--- src/rtl/comp_sync_gen_if.sv ---
// Composite sync generator signal bundle: system select in, timing flags and
// pixel counters out. The master side is the generator, the slave side is
// the downstream consumer (chroma generator / encoder).
interface comp_sync_gen_if;
    logic       cs_pnsel;
    logic       cs_mode;
    logic       cs_hsync;
    logic       cs_csync;
    logic       cs_blank;
    logic       cs_enable;
    logic       cs_frame;
    logic [9:0] cs_hcnt;
    logic [8:0] cs_vcnt;

    modport master (
        input  cs_pnsel,
        output cs_mode, cs_hsync, cs_csync, cs_blank, cs_enable, cs_frame,
        output cs_hcnt, cs_vcnt
    );

    modport slave (
        output cs_pnsel,
        input  cs_mode, cs_hsync, cs_csync, cs_blank, cs_enable, cs_frame,
        input  cs_hcnt, cs_vcnt
    );
endinterface

--- src/rtl/comp_sync_gen.sv ---
// Composite video timing generator (PAL/NTSC, progressive frames).
// A free-running (h,v) position is decoded into sync/blank flags; every
// output is registered from the same (h,v), so flags and counters align.
// The system select is latched only at the frame origin so a frame never
// mixes line lengths.
module comp_sync_gen #(
    parameter int H_PAL       = 896,
    parameter int H_NTSC      = 889,
    parameter int HSYNC_LEN   = 66,
    parameter int EQ_LEN      = 33,
    parameter int H_ACT_START = 150,
    parameter int H_ACT_END   = 870,
    parameter int V_ACT_START = 16
) (
    input  logic             cs_clock,
    input  logic             cs_rst_n,
    comp_sync_gen_if.master  bus
);

    localparam logic [1:0] LINE_NORMAL = 2'd0;
    localparam logic [1:0] LINE_EQ     = 2'd1;
    localparam logic [1:0] LINE_BROAD  = 2'd2;

    localparam logic [9:0] HT_PAL     = 10'(H_PAL);
    localparam logic [9:0] HT_NTSC    = 10'(H_NTSC);
    localparam logic [9:0] HL_PAL     = 10'(H_PAL / 2);
    localparam logic [9:0] HL_NTSC    = 10'(H_NTSC / 2);
    localparam logic [9:0] HS_LEN     = 10'(HSYNC_LEN);
    localparam logic [9:0] EQ_W       = 10'(EQ_LEN);
    localparam logic [9:0] ACT_START  = 10'(H_ACT_START);
    localparam logic [9:0] ACT_E_PAL  = 10'(H_ACT_END);
    // NTSC lines are shorter, so active video must end earlier
    localparam logic [9:0] ACT_E_NTSC = 10'((H_ACT_END > H_NTSC - 19) ? (H_NTSC - 19) : H_ACT_END);
    localparam logic [8:0] VT_PAL     = 9'd312;
    localparam logic [8:0] VT_NTSC    = 9'd262;
    localparam logic [8:0] V_ACT      = 9'(V_ACT_START);

    logic [9:0] h_r;
    logic [8:0] v_r;
    logic       mode_r;
    logic       hsync_r, csync_r, blank_r, enable_r, frame_r;
    logic [9:0] hcnt_r;
    logic [8:0] vcnt_r;

    logic       at_origin_s, mode_eff_s;
    logic [9:0] ht_s, hl_s, act_end_s;
    logic [8:0] vt_s;
    logic [1:0] line_type_s;
    logic       hsync_low_s, csync_low_s, blank_s;
    logic [9:0] h_nxt_s;
    logic [8:0] v_nxt_s;

    // Select per-mode geometry; at the origin the incoming select already governs the new frame
    always_comb begin
        at_origin_s = (h_r == 10'd0) && (v_r == 9'd0);
        if (at_origin_s) begin
            mode_eff_s = bus.cs_pnsel;
        end else begin
            mode_eff_s = mode_r;
        end
        if (mode_eff_s) begin
            ht_s      = HT_NTSC;
            hl_s      = HL_NTSC;
            act_end_s = ACT_E_NTSC;
            vt_s      = VT_NTSC;
        end else begin
            ht_s      = HT_PAL;
            hl_s      = HL_PAL;
            act_end_s = ACT_E_PAL;
            vt_s      = VT_PAL;
        end
    end

    // Classify the current line and decode the sync/blank flags from (h,v)
    always_comb begin
        case (v_r)
            9'd0, 9'd1, 9'd2, 9'd6, 9'd7, 9'd8: line_type_s = LINE_EQ;
            9'd3, 9'd4, 9'd5:                   line_type_s = LINE_BROAD;
            default:                            line_type_s = LINE_NORMAL;
        endcase
        hsync_low_s = (h_r < HS_LEN);
        case (line_type_s)
            LINE_EQ:    csync_low_s = (h_r < EQ_W) ||
                                      ((h_r >= hl_s) && (h_r < hl_s + EQ_W));
            LINE_BROAD: csync_low_s = (h_r < hl_s - HS_LEN) ||
                                      ((h_r >= hl_s) && (h_r < ht_s - HS_LEN));
            default:    csync_low_s = hsync_low_s;
        endcase
        blank_s = (h_r < ACT_START) || (h_r >= act_end_s) || (v_r < V_ACT);
    end

    // Next raster position: wrap h at end of line, wrap v at end of frame
    always_comb begin
        if (h_r == ht_s - 10'd1) begin
            h_nxt_s = 10'd0;
            if (v_r == vt_s - 9'd1) begin
                v_nxt_s = 9'd0;
            end else begin
                v_nxt_s = v_r + 9'd1;
            end
        end else begin
            h_nxt_s = h_r + 10'd1;
            v_nxt_s = v_r;
        end
    end

    // Raster counters and frame-locked system select
    always_ff @(posedge cs_clock or negedge cs_rst_n) begin
        if (!cs_rst_n) begin
            h_r    <= 10'd0;
            v_r    <= 9'd0;
            mode_r <= 1'b0;
        end else begin
            h_r    <= h_nxt_s;
            v_r    <= v_nxt_s;
            mode_r <= mode_eff_s;
        end
    end

    // Output registers: flags and counter copies all taken from the same (h,v)
    always_ff @(posedge cs_clock or negedge cs_rst_n) begin
        if (!cs_rst_n) begin
            hsync_r  <= 1'b1;
            csync_r  <= 1'b1;
            blank_r  <= 1'b1;
            enable_r <= 1'b0;
            frame_r  <= 1'b0;
            hcnt_r   <= 10'd0;
            vcnt_r   <= 9'd0;
        end else begin
            hsync_r  <= ~hsync_low_s;
            csync_r  <= ~csync_low_s;
            blank_r  <= blank_s;
            enable_r <= ~blank_s;
            frame_r  <= at_origin_s;
            hcnt_r   <= h_r;
            vcnt_r   <= v_r;
        end
    end

    assign bus.cs_mode   = mode_r;
    assign bus.cs_hsync  = hsync_r;
    assign bus.cs_csync  = csync_r;
    assign bus.cs_blank  = blank_r;
    assign bus.cs_enable = enable_r;
    assign bus.cs_frame  = frame_r;
    assign bus.cs_hcnt   = hcnt_r;
    assign bus.cs_vcnt   = vcnt_r;

endmodule

--- src/flat_wrapper.sv ---
// flat-port wrapper written by rule: the top's interface ports become plain ports
module comp_sync_gen_flat 
#(
    parameter int H_PAL       = 896,
    parameter int H_NTSC      = 889,
    parameter int HSYNC_LEN   = 66,
    parameter int EQ_LEN      = 33,
    parameter int H_ACT_START = 150,
    parameter int H_ACT_END   = 870,
    parameter int V_ACT_START = 16
)
  (cs_clock, cs_rst_n, bus_cs_pnsel, bus_cs_mode, bus_cs_hsync, bus_cs_csync, bus_cs_blank, bus_cs_enable, bus_cs_frame, bus_cs_hcnt, bus_cs_vcnt);
  comp_sync_gen_if bus_i ();
  input  logic cs_clock;
  input  logic cs_rst_n;
  input wire logic [$bits(bus_i.cs_pnsel)-1:0] bus_cs_pnsel;
  output wire logic [$bits(bus_i.cs_mode)-1:0] bus_cs_mode;
  output wire logic [$bits(bus_i.cs_hsync)-1:0] bus_cs_hsync;
  output wire logic [$bits(bus_i.cs_csync)-1:0] bus_cs_csync;
  output wire logic [$bits(bus_i.cs_blank)-1:0] bus_cs_blank;
  output wire logic [$bits(bus_i.cs_enable)-1:0] bus_cs_enable;
  output wire logic [$bits(bus_i.cs_frame)-1:0] bus_cs_frame;
  output wire logic [$bits(bus_i.cs_hcnt)-1:0] bus_cs_hcnt;
  output wire logic [$bits(bus_i.cs_vcnt)-1:0] bus_cs_vcnt;
  assign bus_i.cs_pnsel = bus_cs_pnsel;
  assign bus_cs_mode = bus_i.cs_mode;
  assign bus_cs_hsync = bus_i.cs_hsync;
  assign bus_cs_csync = bus_i.cs_csync;
  assign bus_cs_blank = bus_i.cs_blank;
  assign bus_cs_enable = bus_i.cs_enable;
  assign bus_cs_frame = bus_i.cs_frame;
  assign bus_cs_hcnt = bus_i.cs_hcnt;
  assign bus_cs_vcnt = bus_i.cs_vcnt;
  comp_sync_gen #(.H_PAL(H_PAL), .H_NTSC(H_NTSC), .HSYNC_LEN(HSYNC_LEN), .EQ_LEN(EQ_LEN), .H_ACT_START(H_ACT_START), .H_ACT_END(H_ACT_END), .V_ACT_START(V_ACT_START)) u_core (.cs_clock(cs_clock), .cs_rst_n(cs_rst_n), .bus(bus_i));
endmodule
--- config.mk ---
export PLATFORM = sky130hd
export DESIGN_NAME = comp_sync_gen_flat
export DESIGN_NICKNAME = d
export VERILOG_FILES = /design/src/rtl/comp_sync_gen_if.sv /design/src/rtl/comp_sync_gen.sv /design/src/flat_wrapper.sv
export SDC_FILE = /design/constraint.sdc
export NUM_CORES = 1
export LEC_CHECK = 0
export ABC_AREA = 1
export BUFFER_PORTS_ARGS = -buffer_cell sky130_fd_sc_hd__buf_2
export CAP_MARGIN = 20
export CORE_ASPECT_RATIO = 1.75
export CORE_UTILIZATION = 50
export DETAILED_ROUTE_END_ITERATION = 6
export GPL_TIMING_DRIVEN = 0
export PLACE_DENSITY_LB_ADDON = 0.12
export SYNTH_ARGS = -nofsm -noshare
export SYNTH_HDL_FRONTEND = slang
export SYNTH_SLANG_ARGS = --single-unit
--- constraint.sdc ---
create_clock -name cs_clock -period 5.3 [get_ports cs_clock]
set_input_delay 0 -clock cs_clock [delete_from_list [all_inputs] [get_ports cs_clock]]
set_output_delay 0 -clock cs_clock [all_outputs]
set_load 0.01 [all_outputs]
==> impl_metrics.py, run 1 <==
metrics = {
    "logic_synthesis": {
        "synth-main-ff-cell": "dfrtp_1",
        "yosysWarnings": 0,
        "synth_edf_count": 0,
        "yosysSeqAreaShare": 0.403,
        "netlist_area_um2": 2740,
        "syn_avg_cell_area_um2": 9.02,
        "synth_cells": 304,
        "ys_seq_elements": 44,
        "syn_nets": 329,
        "async_reset_ff_frac": 1.00,
        "synth_cell_types": 35,
    },
    "power_and_ir_drop": {
        "switching_share": 0.201,
        "p_sw_w": 0.000115,
        "worst_ir_drop_vdd_uv": 97.4,
        "p_int_w": 0.000456,
        "power_frac_comb": 0.014,
        "p_per_area_nw_per_um2": 187,
        "seqPwrFrac": 0.588,
        "clock_power_share": 0.398,
        "power.leakage_nw": 1.64,
        "power_w": 0.000570,
    },
    "run_status": {
        "violations": "DRC",
        "status": "finished with violations",
    },
    "timing": {
        "maxSlewViolCount": 0,
        "finalSetupViolations": 0,
        "relSlewSlack": 0.381,
        "period_share": 0.662,
        "finalClockSkew_ns": 0.00649,
        "fmax_mhz": 285,
        "final_hold_viol_count": 0,
        "fin_crit_ns": 3.51,
        "rsz0062_at_grt": "false",
        "timing.hold.ws_ns": 0.377,
        "totalNegativeSetupSlack_ns": 0,
        "worst_pin_slew_ns": 0.929,
    },
    "routing": {
        "drtPass1Iterations": 6,
        "ant_nets": 0,
        "routed_wl_um": 5700,
        "vias": 2113,
        "drt_iter0_drc": 67,
        "route.detailed.drc": 2,
        "wl_per_cell_um": 14.4,
        "post_drt_via_cell_ratio": 5.35,
    },
    "cts": {
        "worstSkewPairLatency_ns": 0.29,
        "post_cts_buffers": 0,
        "cts_made_buffers": 5,
        "cts-root-buf": "clkbuf_8",
        "htree_levels": 2,
        "cts_resized": 0,
        "cts.clk_slew.worst_paths_ns": 0.08,
        "cts_tree": "yes",
        "ctsHoldBuffers": 1,
        "clock_sinks": 44,
        "cts_buffer_depth": 2,
    },
    "floorplanning": {
        "initial_core_util": 0.522,
        "fp.dieArea_um2": 5790,
        "io_pins": 28,
        "coreArea_um2": 5260,
        "rows": 35,
        "chipWidth_um": 58.0,
        "die_h_um": 100,
    },
    "cells_and_area": {
        "nets": 364,
        "final_cell_mix": "nand2_1, inv_1, dfrtp_1",
        "num_antenna_cells": 0,
        "mostFrequentLayoutCell": "nand2_1",
        "layoutNonFillerInstCount": 395,
        "postLayoutCellArea_um2": 3060,
        "area_growth_pct": 11.5,
        "drive_gt1_frac": 0.247,
    },
    "place": {
        "placed_area_um2": 2950,
        "dp_hpwl_um": 4490,
        "placed_cells": 386,
        "gp_congestion": 0.980,
        "io_buffers": 27,
    },
    "job": {
        "max-cap-violations": 0,
    },
    "hold_path": {
        "worstHoldPathType": "in2async",
    },
    "grt": {
        "grt_use_total": 0.218,
        "antenna_found_initial": 0,
        "grt_first_pass_wirelength_um": 9470,
        "overflow": 0,
        "grt_pass1_vias": 2015,
        "grt_max_degree": 45,
    },
    "setup_path": {
        "r2r_start": "u_core.h_r[1]",
        "slowest_stage": "dfrtp_1",
        "criticalPathCategory": "reg2reg",
        "critical-path-max-stage-delay_ns": 0.50,
        "required_ns": 5.49,
        "start_kind": "flop",
        "crit_arrival_ns": 3.69,
        "startpoint": "u_core.h_r[1]",
        "crit_path_cell_trace": "inv_1 > ha_1 > inv_1 > nor2_1 > nand2_4 > nor2_8 > nand3_1 > nand2_2 > nand2_1 > ha_1 > inv_1 > nor4_4 > nand2_4 > nor2_8 > nand3_4 > nand2_1 > nor2_1",
        "crit_fanout": 10,
        "critPathMostFrequentCell": "inv_1",
        "cp-end-kind": "flop",
    },
}
## layer usage
| metal | vias to the layer above | track usage | part of all wire |
|---|---|---|---|
| met4 | 0 | 0.121 | 0.045 |
| met2 | 40 | 0.402 | 0.56 |
| met5 | - | 0 | 0 |
| met3 | 15 | 0.0219 | 0.020 |
| met1 | 1004 | 0.233 | 0.37 |
| li1 | 1054 | - | - |
## synth_stat cells (2+ instances only)
cell / count / share of area
o21ai_0: 10 / 0.018
nand3_4: 4 / 0.026
a21oi_1: 14 / 0.026
dfrtp_1: 41 / 0.37
nor4_4: 2 / 0.016
nor2_1: 26 / 0.036
inv_2: 5 / 0.0068
nor2_2: 2 / 0.0046
inv_1: 46 / 0.063
nor2_4: 3 / 0.012
nand2_2: 8 / 0.018
inv_4: 2 / 0.0046
nand4_1: 5 / 0.011
nor3_1: 4 / 0.0073
buf_4: 2 / 0.0055
dfstp_2: 3 / 0.029
nor2_8: 5 / 0.037
nand3b_1: 3 / 0.0082
buf_6: 2 / 0.0082
o31ai_1: 2 / 0.0055
nand3_2: 2 / 0.0073
nand4_4: 2 / 0.016
ha_1: 22 / 0.10
nand3_1: 27 / 0.049
nand2_1: 48 / 0.066
nand2_4: 4 / 0.016
o221ai_1: 2 / 0.0064
## per-stage QoR
stage | setup WS [ns] | util
floorplan | 2.33 | -
global placement | 1.77 | 0.560
finish | 1.79 | 0.581
CTS | 1.77 | 0.581
global route | 1.54 | 0.581
detailed placement | 1.78 | 0.560
## power groups by stage
stage | Clock (W) | Sequential (W) | Combinational (W)
after global routing | 0.000246 | 0.000336 | 0.00000953
after CTS | 0.000235 | 0.000335 | 0.00000862
after detailed placement | 0 | 0.000342 | 0.00000809
after floorplan | 0 | 0.000342 | 0.000000338
final | 0.000227 | 0.000335 | 0.00000789
after global placement | 0 | 0.000342 | 0.00000774
## flip-flops by register name, summed over array words and instances (netlist names)
name and flops:
u_core.bus.cs_hcnt 10, u_core.h_r 10, u_core.bus.cs_vcnt 9, u_core.v_r 9, u_core.bus.cs_blank 1, u_core.bus.cs_csync 1
u_core.bus.cs_enable 1, u_core.bus.cs_frame 1, u_core.bus.cs_hsync 1, u_core.bus.cs_mode 1
## path summary, 6_finish.rpt
| kind | to | slack (ns) | cells after the start |
|---|---|---|---|
| max in group asynchronous | u_core.h_r[3] | 4.34 | 2 |
| hold reg to reg | u_core.bus.cs_hcnt[9] | 0.38 | 0 |
| min in group cs_clock | u_core.bus.cs_hcnt[9] | 0.38 | 0 |
| setup / recovery | u_core.v_r[4] | 1.79 | 17 |
| setup reg to reg | u_core.v_r[4] | 1.79 | 17 |
| hold / removal | u_core.bus.cs_vcnt[4] | 0.38 | 2 |
## cells by family after synthesis
family,count (synthesis),share of synthesized area
AND/OR/NAND/NOR,148,0.339
buffers and inverters,58,0.0913
flip-flops,44,0.403
AO/OA/AOI/OAI,32,0.0666
adder cells (fa/ha/maj),22,0.100
## layout make-up
type	count	area [um2]
buffer	4	37.5
fill	482	2200
clock buffer	8	100
timing repair buffer	28	145
multi-input combinational	202	1390
tap	55	68.8
inverter	54	213
sequential	44	1100
## worst max-delay path: cells and delay by family, from the launching register on
family / cells / cell delay, ns
and+or+nand+nor: 12 / 1.81
adders and majority gates: 2 / 0.68
DFF: 1 / 0.50
buffers and inverters: 3 / 0.40
Note: power is estimated with default switching activity, not from simulation.
==> inputs of run 2 (changes only) <==
- clock period: 5.3 -> 3.52 ns (I/O delays scaled with it)
==> impl_metrics.py, run 2 (same netlist as run 1, synthesis figures left out) <==
metrics = {
    "run_status": {
        "status": "finished with violations",
        "violations": "DRC",
    },
    "setup_path": {
        "start_kind": "flop",
        "crit_arrival_ns": 3.42,
        "criticalPathCategory": "reg2reg",
        "slowest_stage": "dfrtp_1",
        "cp-end-kind": "flop",
        "critical-path-max-stage-delay_ns": 0.51,
        "crit_fanout": 10,
        "crit_path_cell_trace": "inv_2 > ha_1 > inv_1 > nor2_1 > nand2_4 > nor2_8 > nand3_1 > nand2_2 > nand2_2 > ha_1 > inv_1 > nor4_4 > nand2_4 > nor2_8 > nand3_4 > nand2_1 > nor2_1",
        "required_ns": 3.71,
    },
    "cts": {
        "worstSkewPairLatency_ns": 0.29,
        "htree_levels": 2,
        "cts_made_buffers": 5,
        "cts-root-buf": "clkbuf_8",
        "post_cts_buffers": 0,
        "cts_tree": "yes",
        "cts_buffer_depth": 2,
        "clock_sinks": 44,
        "cts.clk_slew.worst_paths_ns": 0.08,
    },
    "timing": {
        "period_share": 0.919,
        "maxSlewViolCount": 0,
        "relSlewSlack": 0.381,
        "finalSetupViolations": 0,
        "finalClockSkew_ns": 0.00649,
        "fmax_mhz": 309,
        "rsz0062_at_grt": "false",
        "fin_crit_ns": 3.24,
        "final_hold_viol_count": 0,
        "worst_pin_slew_ns": 0.929,
    },
    "power_and_ir_drop": {
        "seqPwrFrac": 0.588,
        "power_frac_comb": 0.014,
        "p_per_area_nw_per_um2": 281,
        "switching_share": 0.201,
        "power.leakage_nw": 1.64,
        "p_int_w": 0.000686,
        "clock_power_share": 0.398,
        "worst_ir_drop_vdd_uv": 147,
        "power_w": 0.000859,
        "p_sw_w": 0.000173,
    },
    "floorplanning": {
        "fp.dieArea_um2": 5790,
        "coreArea_um2": 5260,
        "io_pins": 28,
        "die_h_um": 100,
        "initial_core_util": 0.522,
        "rows": 35,
        "chipWidth_um": 58.0,
    },
    "place": {
        "placed_area_um2": 2950,
        "io_buffers": 27,
        "dp_hpwl_um": 4490,
        "placed_cells": 386,
        "gp_congestion": 0.980,
    },
    "cells_and_area": {
        "layoutNonFillerInstCount": 395,
        "final_cell_mix": "nand2_1, inv_1, dfrtp_1",
        "final_util": 0.582,
        "drive_gt1_frac": 0.253,
        "postLayoutCellArea_um2": 3060,
        "area_growth_pct": 11.5,
        "nets": 364,
        "num_antenna_cells": 0,
        "mostFrequentLayoutCell": "nand2_1",
    },
    "grt": {
        "grt_max_degree": 45,
        "grt_first_pass_wirelength_um": 9470,
        "antenna_found_initial": 0,
        "grt_pass1_vias": 2015,
        "overflow": 0,
        "grt_use_total": 0.218,
    },
    "routing": {
        "wl_per_cell_um": 14.4,
        "vias": 2113,
        "ant_nets": 0,
        "route.detailed.drc": 2,
        "drt_iter0_drc": 67,
        "drtPass1Iterations": 6,
        "routed_wl_um": 5700,
        "post_drt_via_cell_ratio": 5.35,
    },
    "hold_path": {
        "worstHoldPathType": "in2reg",
    },
    "job": {
        "max-cap-violations": 0,
    },
}
==> run 2: cell counts in the layout (fill, tap and decap cells not counted) <==
Identical to the previous run, type by type.
==> run 2: through the flow <==
stage	hold slack, ns	TNS, ns	setup WS [ns]
detailed placement	0.206	0	0.0000260
CTS	0.227	0	0.162
finish	0.232	0	0.284
global route	0.244	0	0.0523
floorplan	-0.296	0	0.547
global placement	0.185	-0.0143	-0.0112
==> run 2: power groups by stage <==
stage / logic [W] / registers (W) / clock network (W)
global route: 0.0000144 / 0.000505 / 0.000370
floorplan: 0.000000508 / 0.000515 / 0
global placement: 0.0000116 / 0.000515 / 0
CTS: 0.0000130 / 0.000505 / 0.000354
detailed placement: 0.0000122 / 0.000515 / 0
finish: 0.0000119 / 0.000505 / 0.000342
==> run 2: area by class of cell <==
class	count	area, um2
fillers	481	2200
repair buffers	28	145
flip-flops and latches	44	1100
clock buffers	8	100
inverters	54	213
multi-input cells	202	1390
well taps	55	68.8
plain buffers	4	37.5
==> run 2: repair_timing <==
item | CTS | global route
hold buffers | 1 | 0
gates resized for setup | 1 | 1
setup endpoints to repair | 2 | 5
endpoints found under the hold margin | 41 | 0
==> run 2: critical path, delay by kind of cell (launching register included) <==
| family | cells | cell delay, ns |
|---|---|---|
| adders and majority gates | 2 | 0.58 |
| buffers and inverters | 3 | 0.32 |
| DFF | 1 | 0.51 |
| and+or+nand+nor | 12 | 1.71 |
==> run 2: worst paths after layout <==
check	startpoint	endpoint	slack (ns)	depth (start not counted)
max	u_core.h_r[1]	u_core.v_r[4]	0.28	17
min	bus_cs_pnsel	u_core.bus.cs_mode	0.23	3
max reg2reg	u_core.h_r[1]	u_core.v_r[4]	0.28	17
min reg2reg	u_core.h_r[9]	u_core.bus.cs_hcnt[9]	0.38	0
max in group asynchronous	cs_rst_n	u_core.h_r[3]	2.56	2
min in group asynchronous	cs_rst_n	u_core.bus.cs_vcnt[4]	0.38	2
==> run 2: layer usage <==
layer  vias to the layer above  wire length (um)  global-route usage
met2                        40              3190               0.402
met1                      1004              2130               0.233
met5                         -                 0                   0
met3                        15               116              0.0219
met4                         0               256               0.121
li1                       1054                 -                   -
==> inputs of run 3 (changes only) <==
- BUFFER_PORTS_ARGS: -buffer_cell sky130_fd_sc_hd__buf_2 -> -buffer_cell sky130_fd_sc_hd__clkbuf_2
==> impl_metrics.py, run 3 (same netlist as run 1, synthesis figures left out) <==
metrics = {
    "cells_and_area": {
        "mostFrequentLayoutCell": "nand2_1",
        "final_cell_mix": "nand2_1, inv_1, dfrtp_1",
        "nets": 365,
        "drive_gt1_frac": 0.255,
        "num_antenna_cells": 0,
        "fill_cells": 486,
        "postLayoutCellArea_um2": 3090,
        "final_util": 0.587,
        "area_growth_pct": 12.6,
    },
    "cts": {
        "cts-root-buf": "clkbuf_8",
        "clock_sinks": 44,
        "cts_made_buffers": 5,
        "htree_levels": 2,
        "cts.clk_slew.worst_paths_ns": 0.08,
        "cts_tree": "yes",
        "cts_buffer_depth": 2,
        "worstSkewPairLatency_ns": 0.30,
    },
    "routing": {
        "routed-wl-met3_um": 131,
        "vias": 2060,
        "wl_per_cell_um": 14.6,
        "post_drt_via_cell_ratio": 5.20,
        "routed_wl_um": 5800,
        "dr_wl_met2_um": 3230,
        "drtPass1Iterations": 6,
        "highest_layer": "met4",
        "route.detailed.drc": 2,
        "ant_nets": 0,
        "wl_met1_um": 2210,
        "drt_iter0_drc": 83,
    },
    "power_and_ir_drop": {
        "worst_ir_drop_vdd_uv": 173,
        "power.leakage_nw": 1.66,
        "p_per_area_nw_per_um2": 292,
    },
    "hold_path": {
        "worstHoldPathType": "in2async",
    },
    "setup_path": {
        "cp-end-kind": "flop",
        "crit_fanout": 10,
        "start_kind": "flop",
        "criticalPathCategory": "reg2reg",
        "required_ns": 3.71,
        "crit_arrival_ns": 3.46,
    },
    "timing": {
        "totalNegativeSetupSlack_ns": 0,
        "relSlewSlack": 0.587,
        "maxSlewViolCount": 0,
        "rsz0062_at_grt": "false",
        "fin_crit_ns": 3.27,
        "finalClockSkew_ns": 0.00330,
        "period_share": 0.928,
        "finalSetupViolations": 0,
        "worst_pin_slew_ns": 0.615,
        "fmax_mhz": 306,
        "final_hold_viol_count": 0,
    },
    "grt": {
        "antenna_found_initial": 0,
        "grt_use_total": 0.225,
        "overflow": 0,
        "grt_first_pass_wirelength_um": 9690,
        "grt_max_degree": 45,
        "grt_pass1_vias": 2008,
    },
    "floorplanning": {
        "chipWidth_um": 58.0,
        "rows": 35,
        "initial_core_util": 0.522,
        "die_h_um": 100,
        "coreArea_um2": 5260,
        "fp.dieArea_um2": 5790,
        "io_pins": 28,
    },
    "run_status": {
        "violations": "DRC",
        "status": "finished with violations",
    },
    "place": {
        "dp_hpwl_um": 4470,
        "gp_congestion": 0.980,
        "io_buffers": 27,
        "placed_area_um2": 2950,
    },
    "job": {
        "max-cap-violations": 0,
    },
}
==> run 3: stage by stage <==
step | worst slack (ns) | power (W) | instances | hold slack [ns]
after floorplan | 0.547 | 0.000516 | 304 | -0.296
after global placement | -0.0143 | 0.000527 | 386 | 0.224
after detailed placement | -0.0370 | 0.000527 | 386 | 0.246
after CTS | 0.128 | 0.000911 | 395 | 0.226
after global routing | 0.0274 | 0.000928 | 396 | 0.195
final | 0.253 | 0.000902 | 396 | 0.144
==> run 3: worst max-delay path: stages, from the launching register on <==
cell and delay (ns):
dfrtp_1 0.51, inv_2 0.20, ha_1 0.17, inv_1 0.04
nor2_1 0.16, nand2_4 0.10, nor2_8 0.14, nand3_1 0.11
nand2_2 0.13, nand2_2 0.18, ha_1 0.42, inv_1 0.09
nor4_4 0.42, nand2_4 0.11, nor2_8 0.14, nand3_4 0.11
nand2_1 0.08, nor2_1 0.05
==> run 3: final cells by class <==
type | count | area (um2) | share of cell area
clock buffer | 6 | 72.6 | 0.0235
inverter | 54 | 213 | 0.0689
sequential | 44 | 1100 | 0.358
multi-input combinational | 202 | 1390 | 0.450
clock inverter | 2 | 35.0 | 0.0114
tap | 55 | 68.8 | 0.0223
buffer | 4 | 37.5 | 0.0122
timing repair buffer | 29 | 165 | 0.0535
==> run 3: what timing repair did <==
action	CTS	global route
endpoints found under the hold margin	41	0
setup endpoints to repair	5	7
hold buffers	1	0
setup buffers	0	0
gates cloned	0	0
resized for setup	1	1
==> run 3: report_power, final <==
| group | total (W) | leakage [nW] | switching [W] | internal [W] |
|---|---|---|---|---|
| registers | 0.000505 | 0.512 | 0 | 0.000505 |
| clock network | 0.000383 | 0.0552 | 0.000172 | 0.000211 |
| logic | 0.0000146 | 1.09 | 0.0000108 | 0.00000380 |
| total | 0.000902 | 1.66 | 0.000183 | 0.000719 |
==> run 3: path summary, 6_finish.rpt <==
| path | cells past startpoint | slack, ns | start | endpoint |
|---|---|---|---|---|
| setup / recovery | 17 | 0.25 | u_core.h_r[1] | u_core.v_r[4] |
| hold / removal | 2 | 0.14 | cs_rst_n | u_core.bus.cs_hcnt[4] |
| setup reg to reg | 17 | 0.25 | u_core.h_r[1] | u_core.v_r[4] |
| hold reg to reg | 0 | 0.39 | u_core.h_r[9] | u_core.bus.cs_hcnt[9] |
| max in group asynchronous | 3 | 2.82 | cs_rst_n | u_core.bus.cs_blank |
| min in group cs_clock | 3 | 0.22 | bus_cs_pnsel | u_core.bus.cs_mode |
==> run 3: metal layers <==
metal / vias up / track usage
met3: 13 / 0.0284
li1: 1050 / -
met4: 0 / 0.123
met1: 962 / 0.242
met2: 35 / 0.412
met5: - / 0
